[config.mk]
export PLATFORM = sky130hd
export DESIGN_NAME = thumb_issue_ctrl
export DESIGN_NICKNAME = d
export VERILOG_FILES = /design/src/rtl/thumb_issue_ctrl.sv
export SDC_FILE = /design/constraint.sdc
export NUM_CORES = 1
export LEC_CHECK = 0
export CORE_MARGIN = 5
export CORE_UTILIZATION = 59
export CTS_BUF_LIST = sky130_fd_sc_hd__clkbuf_8
export DETAILED_ROUTE_END_ITERATION = 6
export PLACE_DENSITY_LB_ADDON = 0.12
export SKIP_CTS_REPAIR_TIMING = 1
export SYNTH_ARGS = -nofsm -noshare
export SYNTH_HDL_FRONTEND = slang
export SYNTH_SLANG_ARGS = --single-unit
export TNS_END_PERCENT = 10
[constraint.sdc]
create_clock -name clk -period 3.86 [get_ports clk]
set_input_delay 0.386 -clock clk [delete_from_list [all_inputs] [get_ports clk]]
set_output_delay 0.386 -clock clk [all_outputs]
set_load 0.05 [all_outputs]
[src/rtl/thumb_issue_ctrl.sv]
// Thumb halfword-to-instruction assembler between fetch and decode.
// Optional issue counters are enabled by defining ISSUE_PERF_CNT_EN.
module thumb_issue_ctrl (
  input  logic        clk,
  input  logic        rst,
  input  logic        hw_valid,
  input  logic [15:0] hw_data,
  output logic        hw_ready,
  input  logic        flush,
  input  logic [31:0] flush_pc,
  output logic        inst_valid,
  output logic [31:0] inst,
  output logic        inst_is32,
  output logic [31:0] inst_pc,
  input  logic        inst_ready
`ifdef ISSUE_PERF_CNT_EN
  ,
  output logic [31:0] issue_cnt,
  output logic [31:0] issue32_cnt
`endif
);

  typedef enum logic [1:0] {EMPTY, HI, OUT} state_t;

  state_t      state_reg;
  logic [15:0] first_reg;
  logic [31:0] first_pc_reg;
  logic [31:0] fetch_pc_reg;

  logic hw_is32;
  logic hw_xfer;
  logic inst_xfer;
  logic unused_bits;

  // Prefixes 11101, 11110 and 11111 open a 32-bit encoding.
  assign hw_is32     = (hw_data[15:13] == 3'b111) && (hw_data[12:11] != 2'b00);
  assign hw_ready    = !rst && !flush && ((state_reg != OUT) || inst_ready);
  assign hw_xfer     = hw_valid && hw_ready;
  assign inst_xfer   = inst_valid && inst_ready && !rst && !flush;
  assign unused_bits = flush_pc[0];

  always_ff @(posedge clk) begin
    if (rst) begin
      state_reg    <= EMPTY;
      first_reg    <= 16'h0;
      first_pc_reg <= 32'h0;
      fetch_pc_reg <= 32'h0;
      inst_valid   <= 1'b0;
      inst         <= 32'h0;
      inst_is32    <= 1'b0;
      inst_pc      <= 32'h0;
    end else if (flush) begin
      state_reg    <= EMPTY;
      inst_valid   <= 1'b0;
      fetch_pc_reg <= {flush_pc[31:1], 1'b0};
    end else begin
      if (hw_xfer) begin
        fetch_pc_reg <= fetch_pc_reg + 32'd2;
      end
      case (state_reg)
        EMPTY, OUT: begin
          // In OUT a halfword only transfers when the decoder also takes inst,
          // so a new halfword here gives back-to-back issue.
          if (hw_xfer) begin
            if (hw_is32) begin
              first_reg    <= hw_data;
              first_pc_reg <= fetch_pc_reg;
              state_reg    <= HI;
              inst_valid   <= 1'b0;
            end else begin
              inst       <= {hw_data, 16'h0};
              inst_is32  <= 1'b0;
              inst_pc    <= fetch_pc_reg;
              state_reg  <= OUT;
              inst_valid <= 1'b1;
            end
          end else if ((state_reg == OUT) && inst_ready) begin
            state_reg  <= EMPTY;
            inst_valid <= 1'b0;
          end
        end
        HI: begin
          if (hw_xfer) begin
            inst       <= {first_reg, hw_data};
            inst_is32  <= 1'b1;
            inst_pc    <= first_pc_reg;
            state_reg  <= OUT;
            inst_valid <= 1'b1;
          end
        end
        default: begin
          state_reg  <= EMPTY;
          inst_valid <= 1'b0;
        end
      endcase
    end
  end

`ifdef ISSUE_PERF_CNT_EN
  always_ff @(posedge clk) begin
    if (rst) begin
      issue_cnt   <= 32'h0;
      issue32_cnt <= 32'h0;
    end else if (inst_xfer) begin
      issue_cnt <= issue_cnt + 32'd1;
      if (inst_is32) begin
        issue32_cnt <= issue32_cnt + 32'd1;
      end
    end
  end
`endif

endmodule

# Word-level counts from Yosys, hierarchy flattened
# Index checks and enable logic that the tools add are counted.
dict set report word_totals {
  ff_bits 148
  out_inout_bits 67
  wordCells 59
}
dict set report classes {
  addsub 1
  n_eq_ne 8
  mux 23
  bitwise 1
  reduce_logical 17
}
# op n
set op_table {}
lappend op_table {{32-bit 2-to-1 mux} 8}
lappend op_table {{32-bit case mux with 2 select lines} 2}
lappend op_table {{32-bit by 2-bit adder with 32-bit output (second input constant)} 1}
lappend op_table {{2-bit 2-to-1 mux} 4}
lappend op_table {{2-bit inequality test (second input constant)} 4}
lappend op_table {{1-bit 2-to-1 mux} 6}
lappend op_table {{2-bit nonzero test} 3}
lappend op_table {{1-bit logical AND} 5}
lappend op_table {{5-bit AND reduction} 1}
lappend op_table {{1-bit case mux with 2 select lines} 2}
lappend op_table {{2-bit case mux with 2 select lines} 1}
lappend op_table {{4-bit AND reduction} 1}
lappend op_table {{2-bit OR reduction} 2}
lappend op_table {{3-bit equality test (second input constant)} 1}
lappend op_table {{3-bit inequality test (second input constant)} 1}
lappend op_table {{2-bit by 1-bit equality test with 1-bit output (second input constant)} 1}
lappend op_table {{2-bit equality test (second input constant)} 1}
lappend op_table {{1-bit logical NOT} 2}
lappend op_table {{2-bit logical NOT} 1}
lappend op_table {{2-bit AND reduction} 1}
lappend op_table {{1-bit logical OR} 1}
lappend op_table {{1-bit inverter} 1}

# Logic depth before layout (Yosys ltp)
dict set report logic_depth {
  depth_word 6
  depth_mapped 8
  ltp_nobuf 5
}

# Least setup slack after synthesis
# Ideal clock, no wire load.
dict set report synth_path {
  path_type {register -> register}
  start {register state_reg[1]}
  end {register fetch_pc_reg[5]}
  setup_time_ns 0.103
  t_arrival_ns 1.946
  required_time_ns 3.757
  slack_ns 1.810
  stages_incl_launch_ff 6
  path_buffers 1
  synth_period_minus_slack_ns 2.050
  path_cell_list {dfxtp_1 or3b_4 buf_4 and4_1 and4_1 a2111oi_2}
}
dict set report synth_via {
  elab_chain_cells 5
}
# item line_no
set synth_lines {}
lappend synth_lines {{start, declared} 25} ;# state_t state_reg;
lappend synth_lines {{start signal, assigned} 44} ;# state_reg <= EMPTY;
lappend synth_lines {{start signal, assigned} 53} ;# state_reg <= EMPTY;
lappend synth_lines {{start signal, assigned} 68} ;# state_reg <= HI;
lappend synth_lines {{2-bit inequality test} 37} ;# assign hw_ready = !rst && !flush && ((state_reg != OUT) || inst_ready);
lappend synth_lines {{1-bit logical OR} 37}
lappend synth_lines {{1-bit logical AND} 37}
lappend synth_lines {{1-bit logical AND} 38} ;# assign hw_xfer = hw_valid && hw_ready;
lappend synth_lines {{2-bit nonzero test (no line)} -}
lappend synth_lines {{end signal, assigned} 55} ;# fetch_pc_reg <= {flush_pc[31:1], 1'b0};
lappend synth_lines {{end signal, assigned} 58} ;# fetch_pc_reg <= fetch_pc_reg + 32'd2;
lappend synth_lines {{end, declared} 28} ;# logic [31:0] fetch_pc_reg;
# No other way between the ends.
# A chain may end at the register's enable or synchronous reset.

# Worst setup path in the final report
dict set report layout_path {
  start {register state_reg[1]}
  end {output hw_ready}
}
dict set report layout_via {
  elab_chain_cells 3
}
# item line_no
set layout_lines {}
lappend layout_lines {{2-bit inequality test} 37}
lappend layout_lines {{1-bit logical OR} 37}
lappend layout_lines {{1-bit logical AND} 37}
lappend layout_lines {{end, declared} 8} ;# output logic hw_ready,
# No other way between the ends.

==> reports/qor.csv <==
stage,metric,value,unit
setup_path,Critical Path RT,3.47,ns
setup_path,worst r2r path cells,4,
setup_path,Top delay family on crit path,buffers and inverters,
setup_path,CP Launch Type,flop,
route,drt initial violations,583,
setup_path,CP Cell Sequence,"nor3b_2, nor2_1, clkdlybuf4s50_1",
setup_path,kind of critical path,reg -> out,
route,drc violations,0,
pwr,switching pwr,824,uW
route,ANT nets after route,0,
pwr,PD cells,379,nW/um^2
timing,timing-limited maximum frequency,384,MHz
setup_path,Crit path largest cell delay,0.74,ns
cts,Root Buffer,clkbuf_8,
setup_path,CP bufs+invs,1,
route,drt wl/cell,19.3,microns
min_path,Hold Crit Class,in -> reg,
place,Final Wtd Congestion,0.828,
timing,fin. max-slew vios,0,
grt,initial antenna violation count,0,
pwr,Total Power,3.08,mW
timing,unrepaired setup endpoints after global routing,no,
synthesis,Yosys cell types,62,
cells_and_area,layout cells sized above 1,0.0631,
timing,period utilisation layout,0.674,
setup_path,"Arr. time, crit path",2.22,ns
pwr,Seq pwr share,0.514,
cts,CTS max path bufs,2,
pwr,peak supply drop,0.291,mV
route,1st-pass router iterations,5,
setup_path,Worst R2R End,fetch_pc_reg[14]$_SDFFE_PP0P_,
setup_path,worst reg2reg startpoint,fetch_pc_reg[4]$_SDFFE_PP0P_,
min_path,Hold Path Sink,first_reg[14]$_SDFFE_PP0P_,
synthesis,register area share after synthesis,0.432,
cts,clock slew at reported path FFs,0.08,ns
synthesis,Seq cells post-synth,144,
floorplanning,Core ar.,11000,sq um
floorplanning,Starting Density,0.608,
grt,number of global-route vias before repair,6184,
timing,final-report hold violation count,0,
floorplanning,die height,116,microns
route,Via density,6.60,
pwr,Cell Int Power,2.25,mW
timing,worst hold slack,0.398,ns
setup_path,"setup slack, reg-to-reg",1.51,ns
timing,setup TNS,0,ns
cells_and_area,Biggest register,inst,
pwr,switch share,0.268,
route,vias,6469,
synthesis,syn_nets,821,
timing,endpoints failing setup,0,
place,dpl hpwl,12300,microns
setup_path,crit-path max FO,7,
timing,Worst-Margin Slew,1.23,ns
run,max-cap violations,0,
min_path,HP Start,rst,
pwr,combinational share of power,0.122,
floorplanning,num ports,120,
pwr,P_leak,2.90,nW
route,final wirelength,18900,microns
cts,H-tree levels,4,
cells_and_area,ant diodes,0,
synthesis,Post-synth ARST share,0,
cts,CTS tree,yes,
pwr,Clk pwr share,0.364,
cts,worst-skew pair later-pin latency,0.46,ns
setup_path,slowest CP cell,clkdlybuf4s50_1,
synthesis,yosys warns,0,
synthesis,mean post-synth cell area,8.71,sq um
cells_and_area,Largest register FFs,32,
cts,TritonCTS Buffers,17,
cells_and_area,# fillers,864,
timing,min cycle time layout,2.60,ns
grt,Total GRT Usage,0.284,
timing,worst rel slew slack,0.179,
grt,pin count of the biggest net entering global routing,86,
synthesis,"Cell Area, Synth",6680,sq um
synthesis,Main synth FF type,dfxtp_1,
setup_path,Setup crit end kind,primary output,
cells_and_area,Area Overhead vs Synth,21.4,%
floorplanning,die area,13600,sq um
timing,Worst Skew,0.0111,ns
place,port bufs,117,
outcome,outcome,"finished, final reports clean",
synthesis,Post-Syn Instances,767,
cells_and_area,Final nets,886,
cells_and_area,final core utilization,0.739,
floorplanning,Chip Width,116,microns
min_path,hold depth,2,
synthesis,"EDFF count, synth",0,
cts,clock tree sinks,144,
grt,global-route wire length before repair,30900,microns
floorplanning,# rows,38,
grt,Overflow after GRT,0,
-- routing by layer --
metal | routed length (microns) | GRT usage | up-vias
met3 | 1400 | 0.0570 | 31
met1 | 8050 | 0.379 | 3141
met4 | 335 | 0.104 | 0
met2 | 9080 | 0.456 | 273
li1 | - | - | 3024
met5 | 0 | 0 | -
-- power groups by stage --
stage	clock network (mW)	registers [mW]	logic, mW
after floorplan	0	1.65	0.188
after global placement	0	1.61	0.364
after detailed placement	0	1.61	0.371
after CTS	1.13	1.58	0.373
after global routing	1.19	1.59	0.403
final	1.12	1.58	0.375
-- layout make-up --
type,instances,area (sq um),share of cell area
clock buffer,19,262,0.0322
clock inverter,8,93.8,0.0116
inverter,18,67.6,0.00833
multi-input combinational,522,3370,0.416
sequential,144,2880,0.355
tap,140,175,0.0216
timing repair buffer,129,1260,0.155
-- placed cells by master (no fill, tap or decap), types with 4 or more instances in the layout --
cell type and count:
and3_1 6, o31ai_1 7, nand2_1 20, nand2b_1 4, clkdlybuf4s50_1 116, inv_1 18
a2111oi_0 4, and2_1 6, buf_4 13, and4_1 9, dfxtp_1 144, nand3_1 58
nor4_1 11, nand4_1 19, o21ai_0 48, nor2_1 34, a31oi_1 6, a211oi_1 51
nor2b_1 4, a311oi_1 12, or3_1 4, mux2i_1 40, o221ai_1 4, a22o_1 16
a21oi_1 105, or4_1 8, clkbuf_8 19
-- cell families after synthesis --
logic type	after synthesis	share of synthesized area
AO/OA/AOI/OAI	278	0.268
XOR/XNOR	3	0.00393
AND/OR/NAND/NOR	199	0.168
adder cells (fa/ha/maj)	1	0.00187
multiplexers	40	0.0599
flip-flops	144	0.432
other	1	0.000561
buffers and inverters	101	0.0661
-- stage by stage --
stage	cell area [sq um]	instances	worst slack (ns)
after floorplan	6680	767	1.81
after global placement	7760	953	1.03
after detailed placement	7760	953	0.922
after CTS	8110	980	1.25
after global routing	8110	980	1.14
final	8110	980	1.26
-- cell usage after synthesis, drive strengths merged, types with 3 or more instances --
cell type  instances  share of area
a2111oi            7          0.010
a211oi            51          0.057
a21oi            105          0.079
a22o              16          0.021
a311oi            12          0.016
a31oi              7         0.0075
and2               6         0.0056
and3               6         0.0056
and4              10          0.013
buf               36          0.030
clkbuf            47          0.026
dfxtp            144           0.43
inv               18          0.010
mux2i             40          0.060
nand2             20          0.011
nand2b             5         0.0047
nand3             58          0.043
nand4             21          0.023
nor2              35          0.020
nor2b              4         0.0037
nor3               3         0.0030
nor3b              4         0.0052
nor4              12          0.013
o21ai             48          0.036
o221ai             4         0.0052
o31a               3         0.0039
o31ai              7         0.0079
or3                4         0.0037
or4                8         0.0090
-- worst register-to-register path, cell delays in order, from the launching register on --
cell and delay [ns]:
dfxtp_1 0.51, and4_1 0.43, nand4_2 0.37, or4_1 0.59
a311oi_1 0.33
-- worst max-delay path by stage --
stage	start	endpoint	depth (start not counted)
global placement	hw_valid	fetch_pc_reg[29]$_SDFFE_PP0P_	6
floorplan	state_reg[1]$_SDFFE_PP0P_	fetch_pc_reg[5]$_SDFFE_PP0P_	5
finish	state_reg[1]$_SDFFE_PP0P_	hw_ready	3
global route	state_reg[1]$_SDFFE_PP0P_	hw_ready	3
CTS	state_reg[0]$_SDFFE_PP0P_	hw_ready	3
detailed placement	hw_valid	inst_pc[30]$_SDFFE_PP0P_	6
No activity file was read; power rests on OpenSTA's default activity.
